**src/rtl/seg_scan_capture.sv**
```systemverilog
// Captures a multiplexed, active-low 7-segment display scan into four decoded digit codes.
// Every pin is registered once (S); a pattern is evaluated only after it has been stable for STABLE_CYCLES.
module seg_scan_capture #(
    parameter int STABLE_CYCLES = 4,
    parameter int TIMEOUT       = 1000
) (
    input  logic        clk,
    input  logic        reset,
    input  logic        a,
    input  logic        b,
    input  logic        c,
    input  logic        d,
    input  logic        e,
    input  logic        f,
    input  logic        g,
    input  logic        dp,
    input  logic [3:0]  pos,
    output logic [15:0] digits,
    output logic [3:0]  dps,
    output logic        frame_done,
    output logic        seg_err,
    output logic        pos_err,
    output logic        stuck,
    output logic [1:0]  fsm_state
);

    typedef enum logic [1:0] {
        WAIT = 2'd0,
        CAPT = 2'd1,
        HOLD = 2'd2
    } state_t;

    localparam logic [3:0]  STABLE_MAX  = 4'(STABLE_CYCLES);
    localparam logic [15:0] TIMEOUT_MAX = 16'(TIMEOUT);

    state_t      state, state_next;
    logic [11:0] s_q;      // {pos, a..g, dp}
    logic [11:0] s_prev;
    logic [3:0]  cnt, cnt_next;
    logic [15:0] tcnt;
    logic [3:0]  seen, seen_next;

    logic        change;
    logic        pos_change;
    logic        capture;
    logic [3:0]  s_pos;
    logic [6:0]  s_seg;
    logic        s_dp;
    logic        pos_legal;
    logic        pos_blank;
    logic [1:0]  idx;
    logic [4:0]  dec;

    function automatic logic [4:0] decode(input logic [6:0] segs);
        // Returns {legal, code}
        case (segs)
            7'b0000001: decode = 5'h10;
            7'b1001111: decode = 5'h11;
            7'b0010010: decode = 5'h12;
            7'b0000110: decode = 5'h13;
            7'b1001100: decode = 5'h14;
            7'b0100100: decode = 5'h15;
            7'b0100000: decode = 5'h16;
            7'b0001111: decode = 5'h17;
            7'b0000000: decode = 5'h18;
            7'b0000100: decode = 5'h19;
            7'b1111111: decode = 5'h1F;
            default:    decode = 5'h00;
        endcase
    endfunction

    assign s_pos      = s_q[11:8];
    assign s_seg      = s_q[7:1];
    assign s_dp       = s_q[0];
    assign change     = (s_q != s_prev);
    assign pos_change = (s_q[11:8] != s_prev[11:8]);
    assign dec        = decode(s_seg);
    assign pos_blank  = (s_pos == 4'b1111);
    assign stuck      = (tcnt == TIMEOUT_MAX);
    assign fsm_state  = state;

    always_comb begin
        pos_legal = 1'b1;
        idx       = 2'd0;
        case (s_pos)
            4'b1110: idx = 2'd0;
            4'b1101: idx = 2'd1;
            4'b1011: idx = 2'd2;
            4'b0111: idx = 2'd3;
            default: pos_legal = 1'b0;
        endcase
    end

    always_comb begin
        cnt_next = cnt;
        if (change)
            cnt_next = 4'd1;
        else if (cnt != STABLE_MAX)
            cnt_next = cnt + 4'd1;
    end

    // Evaluation happens on the edge that enters CAPT, so results are visible during CAPT.
    assign capture = (state == WAIT) && (cnt_next == STABLE_MAX);

    always_comb begin
        state_next = state;
        case (state)
            WAIT:    if (capture) state_next = CAPT;
            CAPT:    state_next = change ? WAIT : HOLD;
            HOLD:    if (change) state_next = WAIT;
            default: state_next = WAIT;
        endcase
    end

    always_comb begin
        seen_next = (seen == 4'b1111) ? 4'b0000 : seen;
        if (capture && pos_legal && dec[4])
            seen_next[idx] = 1'b1;
    end

    always_ff @(posedge clk) begin
        if (!reset) begin
            state  <= WAIT;
            s_q    <= '1;
            s_prev <= '1;
            cnt    <= '0;
            tcnt   <= '0;
            seen   <= '0;
        end else begin
            state  <= state_next;
            s_q    <= {pos, a, b, c, d, e, f, g, dp};
            s_prev <= s_q;
            cnt    <= cnt_next;
            seen   <= seen_next;
            if (pos_change)
                tcnt <= '0;
            else if (tcnt != TIMEOUT_MAX)
                tcnt <= tcnt + 16'd1;
        end
    end

    always_ff @(posedge clk) begin
        if (!reset) begin
            digits     <= 16'hFFFF;
            dps        <= 4'b0000;
            frame_done <= 1'b0;
            seg_err    <= 1'b0;
            pos_err    <= 1'b0;
        end else begin
            frame_done <= (seen == 4'b1111);
            seg_err    <= 1'b0;
            pos_err    <= 1'b0;
            if (capture) begin
                if (pos_legal) begin
                    if (dec[4]) begin
                        digits[{idx, 2'b00} +: 4] <= dec[3:0];
                        dps[idx]                  <= ~s_dp;
                    end else begin
                        seg_err <= 1'b1;
                    end
                end else if (!pos_blank) begin
                    pos_err <= 1'b1;
                end
            end
        end
    end

endmodule

```
**config.mk**
```make
export PLATFORM = sky130hd
export DESIGN_NAME = seg_scan_capture
export DESIGN_NICKNAME = d
export VERILOG_FILES = /design/src/rtl/seg_scan_capture.sv
export SDC_FILE = /design/constraint.sdc
export NUM_CORES = 1
export LEC_CHECK = 0
export CORE_AREA = 2 2 58 115
export CTS_CLUSTER_DIAMETER = 80
export DETAILED_ROUTE_END_ITERATION = 7
export DIE_AREA = 0 0 60 117
export GPL_ROUTABILITY_DRIVEN = 0
export PLACE_DENSITY = 0.77
export SLEW_MARGIN = 30
export SYNTH_ARGS = -nofsm -noshare
export SYNTH_HDL_FRONTEND = slang
export SYNTH_SLANG_ARGS = --single-unit
```
**constraint.sdc**
```tcl
create_clock -name clk -period 3.42 [get_ports clk]
set_input_delay 0.684 -clock clk [delete_from_list [all_inputs] [get_ports clk]]
set_output_delay 0.684 -clock clk [all_outputs]
set_load 0.01 [all_outputs]
```
Word level (Yosys, flattened, before mapping) --
Index checks and enable logic that the tools add are counted.
Storage, ports and cells: flip-flop bits (word level) 73, bits of input ports 14, output and inout bits 26, word-level logic and storage cells 77
Cells by class: $add $sub $neg 3, $lt $le $gt $ge 2, eq/ne operators 26, shifts and indexed selects 2, multiplexer cells 17, bitwise gates (word level) 4, reduce and logical (&&, ||, !) cells 12
Operator list (number):
- $pmux W5 S11 | 1
- $eq A7 B7 Y1 const B | 3
- $eq A4 B4 Y1 const B | 5
- $add A16 B1 Y16 const B | 1
- $bwmux W16 | 1
- $eq A16 B10 Y1 const B | 1
- $mux W4 | 4
- $ne A16 B10 Y1 const B | 1
- $shift A4 B6 Y16 const A | 1
- $shiftx A4 B6 Y16 | 1
- $eq A7 B3 Y1 const B | 2
- $eq A7 B6 Y1 const B | 2
- $ne A12 B12 Y1 | 1
- $pmux W2 S3 | 2
- $eq A4 B3 Y1 const B | 2
- $eq A7 B1 Y1 const B | 1
- $eq A7 B4 Y1 const B | 1
- $eq A7 B5 Y1 const B | 1
- $logic_not A7 Y1 | 1
- $mux W2 | 3
- $neg A4 Y6 | 1
- $reduce_and A3 Y1 | 2
- $add A4 B1 Y4 const B | 1
- $bwmux W4 | 1
- other kinds (17) | 26

Logic depth before layout (Yosys ltp) --
Gate-level depths: netlist of run 1.
depth in word-level cells 8, gate-level depth with buffers 9, gate-level depth less buffers 8

Worst setup path before layout of run 1 --
OpenSTA, ideal clock, no wires.
kind register to register, start register cnt[0], end register digits[0], library setup time 0.120 ns, arrival time 2.303 ns, required time 3.300 ns, setup slack 0.997 ns, cell stages (with the launch flop) 9, path buffers 1, period minus slack after synthesis 2.423 ns, path through dfxtp_1 > inv_1 > ha_1 > nand3b_1 > xnor2_1 > or4b_4 > or4_1 > buf_2 > a211o_1
On the way: cells in the longest elaborated chain, start to end 6, elaborated cells on any way between the ends 7, those cells by class add/sub (1); eq/ne (2); mux (2); reduce/logical (2)
RTL lines:
- from (decl) | RTL line 39 | logic [3:0] cnt, cnt_next;
- from (signal assigned) | RTL line 133 | cnt <= cnt_next;
- $add A4 B1 Y4 / $ne A4 B3 Y1 (equally long branches) | RTL line 99, 98
- $mux W4 (*) | RTL line 98 | else if (cnt != STABLE_MAX)
- $mux W4 (*) | RTL line 96 | if (change)
- $eq A4 B3 Y1 (*) | RTL line 103 | assign capture = (state == WAIT) && (cnt_next == STABLE_MAX);
- $logic_and A1 B1 Y1 (*) | RTL line 103
- $reduce_and A3 Y1 (no line) (*)
- to (signal, indexed assignment) | RTL line 156 | digits[{idx, 2'b00} +: 4] <= dec[3:0];
- to (decl) | RTL line 18 | output logic [15:0] digits,
Every way passes the cells marked *; elsewhere a longest branch is shown, timed or not. A chain may end at the register's enable or synchronous reset.

Final worst setup path of run 1 --
Ends and elaborated chain as after synthesis.

==> impl_metrics.ini, run 1 <==
[cells_and_area]
drive_above_1_share_pct = 5.79
stdcell_count = 483
nets = 418
nFillCells = 515
synthToLayoutAreaGrowth_pct = 21.3
antenna_cells = 0
ff_latch_area_um2 = 1460
multiInputGateArea_um2 = 1640

[sta]
hold_violations = 0
period_needed_ns = 2.75
skew_ns = 0.00449
tightest_slew_ns = 0.763
relSlewSlack_pct = 48.6
setup-tns-final_ns = 0
setup_ws_ns = 0.672
rsz0062_at_grt = no
slew_viol_final = 0
max_clock_freq_mhz = 364
finalCritPeriodShare_pct = 80.3
finalSetupViolations = 0

[global_route]
grt_max_degree = 25
grt_pass1_vias = 2477
grt_busiest_layer = met2
grt_use_total_pct = 21.2
antenna_found_initial = 0
grt_pass1_wl_um = 11100
grt_use_met1_pct = 23.2
grt_overflow = 0
grt_util_met2_pct = 36.3
met3_usage_pct = 6.70

[detailed_routing]
wl_per_cell_um = 13.9
wl_um = 6730
drt_iter0_drc = 129
via_per_inst = 5.42
num_vias = 2616
drc = 0
drtAntennaViolNets = 0
drt-pass1-iter-count = 4

[placed_design]
dpl.hpwl_um = 4840
placedCellCount = 468
place_ws_ns = 0.708
io_buffers = 39

[synth]
synth_commonest_cells = dfxtp_1 (73), nor2_1 (28), inv_1 (25)
synth.ff_latch_count = 73
synthDominantCellAreaShare_pct = 44.4
synthXorXnorAreaFrac_pct = 8.26
syn_inst = 359
synth_top_family_by_area = simple AND/OR/NAND/NOR gates
yosys.area_share.simple_pct = 25.1
ys_types = 49
yosysWarnings = 0
async_flop_share_pct = 0
yosysMostFrequentCell = dfxtp_1
synth_adder_area_share_pct = 4.49
syn_area_um2 = 3290
syn_nets = 384
ys_seq_area_share_pct = 44.4
synth_top_cell_by_area = dfxtp_1
synth_compound_area_share_pct = 10.8
avgSynthCellArea_um2 = 9.16
muxShareOfSynthArea_pct = 1.22
synth_enable_flop_cells = 0
synth.area.top_cells = dfxtp_1 (44%), nand2b_1 (4.6%), xor2_1 (4.3%)
synth_ff_type = dfxtp_1

[power_and_ir_drop]
power.net_switching_uw = 417
ir_drop_mv = 0.351
finalPower_mw = 1.84
p_leak_nw = 1.54
p_int_mw = 1.42
power_frac_clock_pct = 45.0
powerDensity_nw_per_um2 = 461
power_frac_seq_pct = 48.3
switching_share_pct = 22.7
pwr-share-comb_pct = 6.7

[clocking]
cts_setup_buffers = 0
clock_latency_ns = 0.34
clock-sinks = 73
clock-root-buffer = clkbuf_16
tritoncts = done
clockBufferDepth = 2
cts_max_level = 3
hold_buffers = 0
cts_resized = 0
clkTransAtPathRegs_ns = 0.05
cts_buffers = 9

[floorplanning]
die_area_um2 = 7020
core_um2 = 6210
die_w_um = 60
die_h_um = 117
core.rowCount = 41
start_util_pct = 53.0
pin_count = 40

[critical_path]
critical_path.endpoint_type = register
timing.rr.start = cnt[0]$_SDFF_PN0_
path_class = reg2reg
required_ns = 3.65
ff2ff_path_depth = 7
r2r_slack_ns = 0.67
worstPathArrival_ns = 2.98
worst-path-max-fanout = 14
timing.rr.end = digits[0]$_SDFFE_PN1P_
startpoint_type = register

[min_path]
hold_start = seen[0]$_SDFF_PN0_
hold_class = reg2reg
holdPathStages = 2
hold_end = seen[0]$_SDFF_PN0_

[outcome]
status = completed

[job]
drv_cap = 0
## cells by family (layout without fill, tap and decap cells)
family	count (synthesis)	count (layout)
XOR/XNOR	31	31
multiplexers	4	4
adder cells (fa/ha/maj)	12	12
buffers and inverters	46	84
flip-flops	73	73
AND/OR/NAND/NOR	144	144
AO/OA/AOI/OAI	49	49
## power by group through the flow
stage	logic (mW)	clock network, mW	registers, mW
floorplan	0.100	0	0.891
global placement	0.118	0	0.904
detailed placement	0.122	0	0.906
CTS	0.123	0.842	0.888
global route	0.137	0.877	0.891
finish	0.124	0.827	0.889
## flip-flops by register name, summed over array words and instances, names as in the netlist
| register | cells |
|---|---|
| seen | 4 |
| digits | 16 |
| cnt | 4 |
| pos_err | 1 |
| seg_err | 1 |
| s_q | 12 |
| s_prev | 12 |
| tcnt | 16 |
| frame_done | 1 |
| dps | 4 |
| fsm_state | 2 |
## how the worst max path moves through the flow
stage                           start  slack [ns]  cells after the start                     end
floorplan           cnt[0]$_SDFF_PN0_         1.0                      8  digits[0]$_SDFFE_PN1P_
global placement    cnt[0]$_SDFF_PN0_        0.83                      7  digits[2]$_SDFFE_PN1P_
detailed placement  cnt[0]$_SDFF_PN0_        0.71                      7  digits[0]$_SDFFE_PN1P_
CTS                 cnt[0]$_SDFF_PN0_        0.68                      7  digits[0]$_SDFFE_PN1P_
global route        cnt[1]$_SDFF_PN0_        0.52                      7  digits[2]$_SDFFE_PN1P_
finish              cnt[0]$_SDFF_PN0_        0.67                      7  digits[0]$_SDFFE_PN1P_
## critical path, cell delays in order (launching register included)
cell      delay (ns)
dfxtp_1         0.35
inv_1           0.12
ha_1            0.22
nand3b_1        0.13
xnor2_1         0.17
or4b_4          0.62
or4_1           0.70
a211o_1         0.34
## stage by stage
| stage | utilization [%] | hold WS [ns] | instance area (um2) |
|---|---|---|---|
| final | 64.3 | 0.457 | 3990 |
| after global routing | 64.3 | 0.476 | 3990 |
| after CTS | 64.3 | 0.460 | 3990 |
| after detailed placement | 60.0 | 0.446 | 3730 |
| after global placement | 60.0 | 0.447 | 3730 |
| after floorplan | - | 0.432 | 3290 |
## layout make-up
class / count / area share (%)
Clock buffer: 11 / 6.08
Clock inverter: 4 / 0.502
Inverter: 26 / 2.45
Multi-Input combinational cell: 240 / 41.1
Sequential cell: 73 / 36.6
Tap cell: 86 / 2.70
Timing Repair Buffer: 43 / 10.5
## placed cells by master (no fill, tap or decap), types with 3 or more instances in the layout
| cell type | n |
|---|---|
| a211o_1 | 4 |
| a21oi_1 | 8 |
| and2_1 | 5 |
| and3_1 | 7 |
| buf_4 | 4 |
| clkbuf_16 | 9 |
| clkdlybuf4s50_1 | 39 |
| clkinv_2 | 4 |
| dfxtp_1 | 73 |
| ha_1 | 11 |
| inv_1 | 25 |
| mux2i_1 | 4 |
| nand2_1 | 15 |
| nand2b_1 | 24 |
| nand3_1 | 11 |
| nand4_1 | 9 |
| nand4b_1 | 3 |
| nor2_1 | 28 |
| nor3_1 | 11 |
| nor4_1 | 10 |
| o21a_1 | 4 |
| o21ai_0 | 8 |
| o221ai_1 | 11 |
| or3b_2 | 3 |
| or4_1 | 4 |
| xnor2_1 | 15 |
| xor2_1 | 16 |
## per-layer routing
metal	wire length, um	vias to the layer above
met4	163	0
met1	2740	1227
met5	0	-
met2	3510	56
li1	-	1322
met3	327	11
Note: power is estimated with default switching activity, not from simulation.
==> inputs of run 2 (changes only) <==
- CORE_AREA: 2 2 58 115 -> 2 2 61 120
- DIE_AREA: 0 0 60 117 -> 0 0 63 122
- PLACE_DENSITY: 0.77 -> 0.74
- clock period: 3.42 -> 2.4 ns (I/O delays scaled with it)
==> run 2 against run 1 <==
- routed wire length grew 7.3%
- fmax up 18%
- register-to-register slack worse by 0.59 ns
- critical path depth shrank 2
- combinational power grew 81%
- total power is 53% higher
- critical path type unchanged
- largest power group is now the clock network
- highest routed layer unchanged
==> impl_metrics.ini, run 2 (synthesis results as in run 1) <==
[sta]
tightest_slew_ns = 0.607
period_needed_ns = 2.32
rsz0062_at_grt = no
finalSetupViolations = 0
finalCritPeriodShare_pct = 96.8
relSlewSlack_pct = 59.4
hold_violations = 0
slew_viol_final = 0
max_clock_freq_mhz = 431
skew_ns = 0.00433
hold_slack_ns = 0.458

[placed_design]
placed_area_um2 = 3930
io_buffers = 39
dpl.hpwl_um = 5170

[cells_and_area]
antenna_cells = 0
largestRegisters = digits (16), tcnt (16)
synthToLayoutAreaGrowth_pct = 31.9
final_cell_area_um2 = 4340
nets = 445
layout_commonest_cell = dfxtp_1
drive_above_1_share_pct = 14.9
most-common-layout-cells = dfxtp_1 (71), clkdlybuf4s50_1 (39), buf_4 (29)

[critical_path]
startpoint = s_q[1]$_SDFF_PN1_
path_class = reg2reg
timing.rr.start = s_q[1]$_SDFF_PN1_
critical_path.endpoint_type = register
worst-path-max-fanout = 8
r2r_slack_ns = 0.08
timing.rr.end = digits[1]$_SDFFE_PN1P_
required_ns = 2.62
startpoint_type = register
endpoint = digits[1]$_SDFFE_PN1P_
ff2ff_path_depth = 5
worstPathArrival_ns = 2.55

[min_path]
hold_class = reg2reg

[floorplanning]
core.rowCount = 43
die_area_um2 = 7690
core_um2 = 6830
start_util_pct = 48.1
pin_count = 40
die_w_um = 63
die_h_um = 122

[detailed_routing]
drt-pass1-iter-count = 4
wl_um = 7220
drtAntennaViolNets = 0
via_per_inst = 5.40
wl_per_cell_um = 14.1
drt_iter0_drc = 118
num_vias = 2776
drc = 0

[clocking]
clock-sinks = 73
clock-root-buffer = clkbuf_16
cts_max_level = 3
clock_latency_ns = 0.34
tritoncts = done
clockBufferDepth = 2
clkTransAtPathRegs_ns = 0.05
cts_buffers = 9

[power_and_ir_drop]
p_int_mw = 2.19
ir_drop_mv = 0.513
power_frac_seq_pct = 44.7
power.net_switching_uw = 614
p_leak_nw = 1.73
pwr-share-comb_pct = 8.0
switching_share_pct = 21.9
powerDensity_nw_per_um2 = 647
power_frac_clock_pct = 47.3
finalPower_mw = 2.81

[global_route]
grt_overflow = 0
antenna_found_initial = 0
grt_max_degree = 23
grt_pass1_vias = 2668
grt_pass1_wl_um = 11800
grt_use_total_pct = 19.6

[job]
drv_cap = 0

[outcome]
status = completed
[run 2: cell count changes in the layout (fill, tap and decap cells not counted), sizes merged]
| cell | delta |
|---|---|
| clkbuf | +2 |
| buf | +27 |
| clkinv | -4 |
| clkinvlp | +1 |
| bufinv | +1 |
[run 2: layout make-up]
cell class                      count  area (um2)
Fill cell                         556        2500
Multi-Input combinational cell    240        1730
Sequential cell                    73        1460
Timing Repair Buffer               70         634
Clock buffer                       13         260
Tap cell                           90         113
Inverter                           26        97.6
Clock inverter                      2        37.5
[run 2: metrics by stage]
step	setup TNS, ns	worst slack, ns	cells	util (%)
6_report	0	0.0775	514	63.5
5_1_grt	0	0.00297	514	63.5
4_1_cts	-0.00684	-0.00391	513	61.9
3_5_place_dp	0	0.0180	497	57.5
3_3_place_gp	0	0.0675	497	57.5
2_1_floorplan	0	0.0174	359	-
[run 2: timing repair]
item	CTS	global route
hold buffers	0	0
pin swaps	1	1
resized for setup	1	20
gates cloned	0	0
endpoints found under the setup margin	6	21
buffers inserted	1	1
[run 2: power groups by stage]
stage               registers (mW)  logic (mW)  clock network [mW]
finish                        1.25       0.225                1.33
global route                  1.26       0.247                1.39
CTS                           1.25       0.213                1.35
detailed placement            1.28       0.211                   0
global placement              1.28       0.203                   0
floorplan                     1.27       0.145                   0
[run 2: critical path, stage by stage, from the launching register on]
cell and delay, ns:
dfxtp_1 0.48, xnor2_1 0.15, nand4_1 0.17, or4b_4 0.62
or4_4 0.49, a211o_1 0.31
[run 2: routing by layer]
metal  part of all wire, %  track usage, %
met4                   3.0            13.3
met1                    41            19.8
met5                     0               0
met3                   3.6            4.99
met2                    52            34.9
[run 2: how the worst min path moves through the flow]
stage                            from                      to  depth (start not counted)  slack (ns)
3_3_place_gp      dps[1]$_SDFFE_PN0P_     dps[1]$_SDFFE_PN0P_                          2        0.45
4_1_cts            seen[0]$_SDFF_PN0_      seen[0]$_SDFF_PN0_                          2        0.46
6_report       digits[3]$_SDFFE_PN1P_  digits[3]$_SDFFE_PN1P_                          1        0.46
5_1_grt        digits[0]$_SDFFE_PN1P_  digits[0]$_SDFFE_PN1P_                          1        0.48
3_5_place_dp       seen[0]$_SDFF_PN0_      seen[0]$_SDFF_PN0_                          2        0.45
2_1_floorplan      seen[0]$_SDFF_PN0_      seen[0]$_SDFF_PN0_                          2        0.43
==> inputs of run 3 (changes only) <==
==> constraint.sdc (replaced) <==
create_clock -name clk -period 2.4 [get_ports clk]
set_input_delay 0.36 -clock clk [delete_from_list [all_inputs] [get_ports clk]]
set_output_delay 0.36 -clock clk [all_outputs]
set_load 0.01 [all_outputs]
==> run 3 against run 2 <==
- non-clock buffer count up 2
- highest routed layer unchanged
- total power down 0.94%
- routed wire length up 3.8%
==> impl_metrics.ini, run 3 (synthesis results as in run 1) <==
[critical_path]
worst-path-max-fanout = 6
crit_cells = 7
path_class = reg2reg
timing.rr.end = digits[1]$_SDFFE_PN1P_
startpoint_type = register
path_buf_inv = 1
worstPathCellList = inv_4, ha_4, nand3b_1, xnor2_2, or4b_4, or4_4, a211o_1
r2r_slack_ns = 0.09
timing.rr.start = cnt[0]$_SDFF_PN0_
required_ns = 2.62
slowest_delay_ns = 0.52
critical_path.endpoint_type = register
worstPathArrival_ns = 2.52
cpLargestDelayFamily = simple AND/OR/NAND/NOR gates
cp_slowest_cell = or4b_4
ff2ff_path_depth = 7

[placed_design]
dpl.hpwl_um = 5260
place_ws_ns = -0.00904
io_buffers = 39
placedCellCount = 497

[job]
drv_cap = 0

[detailed_routing]
wl_per_cell_um = 14.5
drt_iter0_drc = 172
drt-pass1-iter-count = 4
drtAntennaViolNets = 0
wl_um = 7500
via_per_inst = 5.43
num_vias = 2807
drc = 0

[global_route]
grt_max_degree = 23
grt_pass1_vias = 2789
grt_use_total_pct = 20.6
grt_overflow = 0
grt_pass1_wl_um = 12400
antenna_found_initial = 0

[cells_and_area]
nets = 447
most-common-layout-cells = dfxtp_1 (70), clkdlybuf4s50_1 (39), buf_4 (32)
drive_above_1_share_pct = 15.0
layout_commonest_cell = dfxtp_1
final_util_pct = 63.5
largestRegisters = digits (16), tcnt (16)
antenna_cells = 0
stdcell_count = 517
synthToLayoutAreaGrowth_pct = 32.0

[clocking]
clockBufferDepth = 2
cts_max_level = 3
clock-sinks = 73
clkTransAtPathRegs_ns = 0.05
cts_buffers = 9
hold_buffers = 0
clock-root-buffer = clkbuf_16
clock_latency_ns = 0.33
tritoncts = done

[sta]
relSlewSlack_pct = 59.5
slew_viol_final = 0
rsz0062_at_grt = yes
setup_ws_ns = 0.0947
finalCritPeriodShare_pct = 96.1
max_clock_freq_mhz = 434
tightest_slew_ns = 0.606
hold_violations = 0
skew_ns = 0.00427
period_needed_ns = 2.31
finalSetupViolations = 0

[power_and_ir_drop]
ir_drop_mv = 0.518
p_leak_nw = 1.74
powerDensity_nw_per_um2 = 641

[min_path]
hold_class = reg2reg
hold_end = seen[0]$_SDFF_PN0_
hold_start = seen[0]$_SDFF_PN0_
holdPathStages = 2

[outcome]
status = completed

[floorplanning]
die_w_um = 63
core_um2 = 6830
die_area_um2 = 7690
start_util_pct = 48.1
pin_count = 40
die_h_um = 122
core.rowCount = 43
-- run 3: worst max-delay path by stage --
stage                            from                endpoint  slack, ns
floorplan           s_q[3]$_SDFF_PN1_  digits[0]$_SDFFE_PN1P_       0.02
global placement    cnt[0]$_SDFF_PN0_     dps[2]$_SDFFE_PN0P_       0.06
detailed placement  cnt[0]$_SDFF_PN0_     dps[3]$_SDFFE_PN0P_     -0.009
CTS                 cnt[0]$_SDFF_PN0_  digits[1]$_SDFFE_PN1P_      0.007
global route        cnt[0]$_SDFF_PN0_     dps[3]$_SDFFE_PN0P_     -0.004
finish              cnt[0]$_SDFF_PN0_  digits[1]$_SDFFE_PN1P_       0.09
-- run 3: worst min-delay path, stage by stage (launching register included) --
cell and delay [ns]:
dfxtp_1 0.31, nand2_1 0.05, a21oi_1 0.05
-- run 3: what timing repair did --
item / 4_1_cts / 5_1_grt
resized for setup: 14 / 6
buffers inserted: 3 / 1
hold endpoints to repair: 0 / 0
setup endpoints to repair: 7 / 18
pin swaps: 7 / 3
-- run 3: per-layer routing --
metal | GRT usage [%] | routed length (um) | up-vias
met1 | 21.3 | 2920 | 1311
met3 | 4.99 | 363 | 24
met5 | 0 | 0 | -
met2 | 36.4 | 3920 | 89
met4 | 13.9 | 293 | 0
li1 | - | - | 1383
-- run 3: final cells by class --
class                   instances  area (um2)
flip-flops and latches         73        1470
clock buffers                  14         254
inverters                      26         100
fillers                       587        2490
repair buffers                 72         642
well taps                      90         113
clock inverters                 2        37.5
multi-input cells             240        1730
-- run 3: where the power goes --
part	internal (mW)	switching [mW]
clock	0.834	0.465
sequential	1.23	0.0201
combinational	0.106	0.122
total	2.17	0.607
-- run 3: metrics by stage --
step	TNS [ns]	power, mW	hold slack, ns	instance area (um2)
CTS	0	2.80	0.459	4300
global placement	0	1.48	0.446	3930
global route	-0.00371	2.88	0.482	4340
floorplan	0	1.41	0.432	3310
detailed placement	-0.00904	1.49	0.446	3930
finish	0	2.78	0.457	4340
